==> config.mk <==
export PLATFORM = sky130hd
export DESIGN_NAME = wb_arbiter
export DESIGN_NICKNAME = d
export VERILOG_FILES = /design/src/rtl/hart_pkg.sv /design/src/rtl/wb_pick.sv /design/src/rtl/wb_arbiter.sv
export SDC_FILE = /design/constraint.sdc
export NUM_CORES = 1
export LEC_CHECK = 0
export BUFFER_PORTS_ARGS = -buffer_cell sky130_fd_sc_hd__buf_2
export CAP_MARGIN = 15
export CORE_AREA = 2 2 187 189
export CTS_CLUSTER_DIAMETER = 50
export DETAILED_ROUTE_END_ITERATION = 10
export DIE_AREA = 0 0 189 191
export GPL_TIMING_DRIVEN = 1
export PLACE_DENSITY = 0.43
export SLEW_MARGIN = 20
export SYNTH_ARGS = -nofsm -noshare
export SYNTH_HDL_FRONTEND = slang
export SYNTH_SLANG_ARGS = --single-unit
==> constraint.sdc <==
create_clock -name clk -period 3.9 [get_ports clk]
set_input_delay 1.17 -clock clk [delete_from_list [all_inputs] [get_ports clk]]
set_output_delay 1.17 -clock clk [all_outputs]
set_load 0.05 [all_outputs]
==> src/rtl/hart_pkg.sv <==
// hart_pkg: shared hart-wide widths, writeback request type and register constants
package hart_pkg;
    localparam int XLEN = 64;
    localparam int REG_IDX_W = 5;
    typedef struct packed {
        logic [REG_IDX_W-1:0] rd;
        logic [XLEN-1:0]      d;
    } wb_req_t;
    localparam logic [REG_IDX_W-1:0] REG_ZERO = 5'd0;
endpackage

==> src/rtl/wb_pick.sv <==
// wb_pick: one-hot grant selection, round-robin from ptr when WB_ARB_RR_EN is defined,
// otherwise fixed priority with the lowest index winning.
module wb_pick #(
    parameter int N  = 2,
    parameter int PW = 1
) (
    input  logic [N-1:0]  req,
    input  logic [PW-1:0] ptr,
    output logic [N-1:0]  gnt
);
`ifdef WB_ARB_RR_EN
    logic [2*N-1:0] rr, gg;
    logic [N-1:0]   rot, one;
    // Rotate so ptr sits at bit 0, isolate the lowest set bit, rotate back.
    always_comb begin
        rr  = {req, req} >> ptr;
        rot = rr[N-1:0];
        one = rot & (-rot);
        gg  = {one, one} << ptr;
        gnt = gg[2*N-1:N];
    end
`else
    logic unused_ptr;
    assign unused_ptr = ^ptr;
    assign gnt = req & (-req);
`endif
endmodule

==> src/rtl/wb_arbiter.sv <==
// wb_arbiter: arbitrates NSRC writeback sources onto one regfile write port through a
// one-entry stage with read bypass; WB_ARB_RR_EN selects round-robin over fixed priority.
module wb_arbiter #(
    parameter int NSRC = 2,
    parameter int XLEN = 64
) (
    input  logic               clk,
    input  logic               rst_n,
    input  logic [NSRC-1:0]    src_valid,
    output logic [NSRC-1:0]    src_ready,
    input  logic [5*NSRC-1:0]  src_rd,
    input  logic [XLEN*NSRC-1:0] src_d,
    input  logic               hold,
    output logic               rf_wr,
    output logic [4:0]         rf_rd,
    output logic [XLEN-1:0]    rf_d,
    input  logic [4:0]         rs1,
    input  logic [4:0]         rs2,
    input  logic [XLEN-1:0]    r1_rf,
    input  logic [XLEN-1:0]    r2_rf,
    output logic [XLEN-1:0]    r1,
    output logic [XLEN-1:0]    r2
);
    import hart_pkg::REG_IDX_W;
    import hart_pkg::REG_ZERO;

    localparam int PW = NSRC > 1 ? $clog2(NSRC) : 1;

    logic [NSRC-1:0]      gnt;
    logic [PW-1:0]        ptr;
    logic                 stg_v;
    logic [REG_IDX_W-1:0] stg_rd, g_rd;
    logic [XLEN-1:0]      stg_d, g_d;

    wb_pick #(.N(NSRC), .PW(PW)) u_pick (
        .req(src_valid & {NSRC{~hold}}),
        .ptr(ptr),
        .gnt(gnt)
    );

    assign src_ready = gnt;

    always_comb begin
        g_rd = '0;
        g_d  = '0;
        for (int i = 0; i < NSRC; i++) begin
            if (gnt[i]) begin
                g_rd = src_rd[REG_IDX_W*i +: REG_IDX_W];
                g_d  = src_d[XLEN*i +: XLEN];
            end
        end
    end

    always_ff @(posedge clk or negedge rst_n) begin
        if (!rst_n) begin
            stg_v  <= 1'b0;
            stg_rd <= '0;
            stg_d  <= '0;
        end else begin
            stg_v <= |gnt;
            if (|gnt) begin
                stg_rd <= g_rd;
                stg_d  <= g_d;
            end
        end
    end

`ifdef WB_ARB_RR_EN
    logic [PW-1:0] ptr_nxt;

    always_comb begin
        ptr_nxt = ptr;
        for (int i = 0; i < NSRC; i++) begin
            if (gnt[i]) ptr_nxt = (i == NSRC-1) ? '0 : PW'(i+1);
        end
    end

    always_ff @(posedge clk or negedge rst_n) begin
        if (!rst_n) ptr <= '0;
        else ptr <= ptr_nxt;
    end
`else
    assign ptr = '0;
`endif

    // Writes to x0 are consumed but suppressed, which also keeps them out of the bypass.
    assign rf_wr = stg_v && (stg_rd != REG_ZERO);
    assign rf_rd = stg_rd;
    assign rf_d  = stg_d;
    assign r1    = (rf_wr && rs1 == stg_rd) ? stg_d : r1_rf;
    assign r2    = (rf_wr && rs2 == stg_rd) ? stg_d : r2_rf;
endmodule
==> results by group <==
STA
  – Slew @ Worst Pin: just over 0.9 ns
  – Period minus WS final: around 3.9 ns
  – Setup tns final: -0.001002 ns
  – Final setup viols: 1
  – Setup WS post-layout: -0.001002 ns
  – RSZ-0062 raised after global routing: yes
  – Fin crit share: 100.0%
  – Worst Skew: 0 ns
  – Fin. Hold Viols: 0
  – Max-slew headroom: between 30% and 40%
  – Max Clk Rate: 0.2563 GHz
  – Slew Viols, Final: 0

Logic synthesis
  – Syn_nets: between 700 and 800
  – Largest area contributor in the netlist: dfrtp_1
  – Seq/Total Area, Yosys: 36.40%
  – Compound-Gate Fraction of Synth Area: between 15 and 20%
  – Avg Inst Size Synth: a little over 10 um2
  – Mux contribution to synthesized area: between 30 and 40%
  – Largest family of logic cells by synthesized area: multiplexers
  – Synth warnings: 0
  – Synth Instances: between 400 and 500
  – Yosys cell types: 19
  – Flops & latches, synth: 70
  – Mapped cell area: about 4800 um2
  – Simple-gate share of the synthesized area: ~7.3%
  – Top post-synthesis cells by area: dfrtp_1 (36%), mux2_2 (27%), a22oi_1 (11%)
  – Post-Synth Adder-Cell Area: 0%
  – Synth Area in XOR/XNOR: between 1.5 and 2%
  – Synth top area share: a little over a third

Min path
  – Worst hold path class: reg2reg

Drt
  – DRT iter0 DRCs: roughly 190
  – Wirelength, routed: ~26 mm
  – DRC: 0
  – Detailed-route via count: slightly below 6000
  – Vias per inst: 4.109
  – Post-DR wirelength/cell: between 15 and 20 um
  – Routed Antenna Nets: 0
  – Drt first pass iters: 4

CTS
  – CTS tree: built
  – CTS sink cnt: 70
  – Total CTS buffers: 9
  – H-tree levels: 3
  – Root Buffer: clkbuf_16
  – CTS Hold Bufs: 0
  – Clock buffer depth: 2
  – Insertion delay to the later sink of the worst-skew pair: approximately 0.33 ns
  – Worst-path clk slew: 0.06 ns

Floorplanning
  – Chip height: between 150 and 200 um
  – Initial Utilization: between 10% and 20%
  – IO Pins: roughly 480
  – Cell Rows: 68
  – Die ar.: roughly 36000 um2
  – Core box area: between 30000 and 40000 um2
  – Die X: 189 um

Pwr
  – Flop pwr share: 28.7%
  – P_leak: between 4 and 5 nW
  – Pint: around 1.9 mW
  – Pwr/cell area: 365.8 nW/um2
  – Sw frac: a little over two fifths
  – Psw: approximately 1.4 mW
  – Power share of the clock group: approximately 29%
  – Worst ir drop on vdd: about 0.2 mV
  – Gate power share: between 40% and 50%
  – Power Total: between 3 and 4 mW

Layout
  – Synth-to-layout area growth: 85.08%
  – Final Util: about a quarter
  – Layout cells sized above 1: between 60% and 70%
  – Commonest cells after routing, fill and taps aside: buf_2 (405), mux2_2 (94), a22oi_1 (69), nand2_1 (69), o21ai_0 (69)
  – Commonest non-fill, non-tap cell in the layout: buf_2
  – # nets final: about 1200

Run status
  – Failing checks: setup timing
  – Run status: finished, violations left

Placement
  – Final Wtd Congestion: slightly below 0.8
  – Placement Setup Slack: -0.07495 ns
  – Dpl hpwl: around 18 mm
  – PortBufs: between 400 and 500

Global route
  – Vias in the first global route: 5521
  – Largest net degree at the start of global routing: 71
  – Tot GR Track Use: between 10% and 20%
  – Initial antenna violation count: 4
  – First-pass GRT wire length: 32.94 mm
  – Total grt overflow: 0

Critical path
  – Crit path kind: in2out
  – Crit Path Max Fanout: 16
  – Critical path arrival: about 2.7 ns
  – Crit path required time: roughly 2.7 ns
  – CP Capture Type: output port
  – CP Launch Type: primary input

Flow run
  – Max-Cap Viols: 0
## critical path, cell delays in order
cell and delay, ns:
buf_2 0.11, xor2_2 0.16, nor4_4 0.30, buf_6 0.20
clkbuf_16 0.22, mux2_2 0.34, buf_2 0.21
## through the flow
stage,cell area [um2],hold slack (ns),cells
4_1_cts,8174,0.5405,1391
6_report,8906,0.5328,1403
2_1_floorplan,4812,0.7755,472
3_3_place_gp,7674,0.5153,1372
3_5_place_dp,7674,0.5242,1372
5_1_grt,8904,0.5577,1402
## worst paths after layout
kind                                      startpoint                   end  slack, ns  cells past startpoint
worst max-delay path                          rs1[2]                r1[42]     -0.001                      7
worst min-delay path            rf_d[44]$_DFFE_PN0P_  rf_d[44]$_DFFE_PN0P_       0.53                      2
worst max register to register  rf_rd[2]$_DFFE_PN0P_  rf_rd[2]$_DFFE_PN0P_       2.97                      3
worst min register to register  rf_d[44]$_DFFE_PN0P_  rf_d[44]$_DFFE_PN0P_       0.53                      2
max in group asynchronous                      rst_n  rf_rd[2]$_DFFE_PN0P_       2.55                      1
min in group asynchronous                      rst_n  rf_d[57]$_DFFE_PN0P_       0.86                      1
## sequential cells by signal, indices dropped and copies added (netlist names)
register and cells:
rf_d 64, rf_rd 5, stg_v 1
## cell families after synthesis
logic type / count (synthesis)
AO/OA/AOI/OAI: 139
XOR/XNOR: 10
buffers and inverters: 46
multiplexers: 128
AND/OR/NAND/NOR: 79
flip-flops: 70
## cell type report
type	count	area [um2]
well taps	455	569.3
repair buffers	504	3318
inverters	2	7.507
fillers	3700	25210
diodes	1	2.502
clock inverters	4	70.07
flip-flops and latches	70	1754
clock buffers	11	252.7
multi-input cells	356	2932
## metal layers
metal | vias up | track usage [%] | wire length, um | part of all wire [%]
met5 | - | 0 | 32 | 0.12
met4 | 4 | 4.477 | 826 | 3.1
met3 | 39 | 3.378 | 1892 | 7.2
met2 | 315 | 21.60 | 13230 | 50
met1 | 2739 | 13.81 | 10360 | 39
li1 | 2668 | - | - | -
## cell usage after synthesis
library cell  instances
a22oi_1              69
nand2_1              69
nand3_1               2
nor2_1                1
mux2_2              116
clkbuf_1             32
buf_6                12
xor2_1                4
mux2_1                2
or2_2                 1
or4_4                 1
nor2b_1               3
dfrtp_1              70
o21ai_4               1
xnor2_1               6
o21ai_0              69
nor4_4                2
mux2_4               10
inv_1                 2
## power groups by stage
stage          Combinational [mW]  Sequential [mW]  Clock, mW
3_3_place_gp                 1.28            0.943          0
4_1_cts                      1.31            0.933      0.995
6_report                     1.39            0.937      0.932
2_1_floorplan               0.579             1.22          0
5_1_grt                      1.46            0.951       1.02
3_5_place_dp                 1.29            0.945          0
## what timing repair did
action	CTS	global route
gates resized for setup	45	178
pin swaps	0	1
cloned	1	9
endpoints found under the setup margin	83	110
buffers inserted	3	2
No activity file was read; power rests on OpenSTA's default activity.
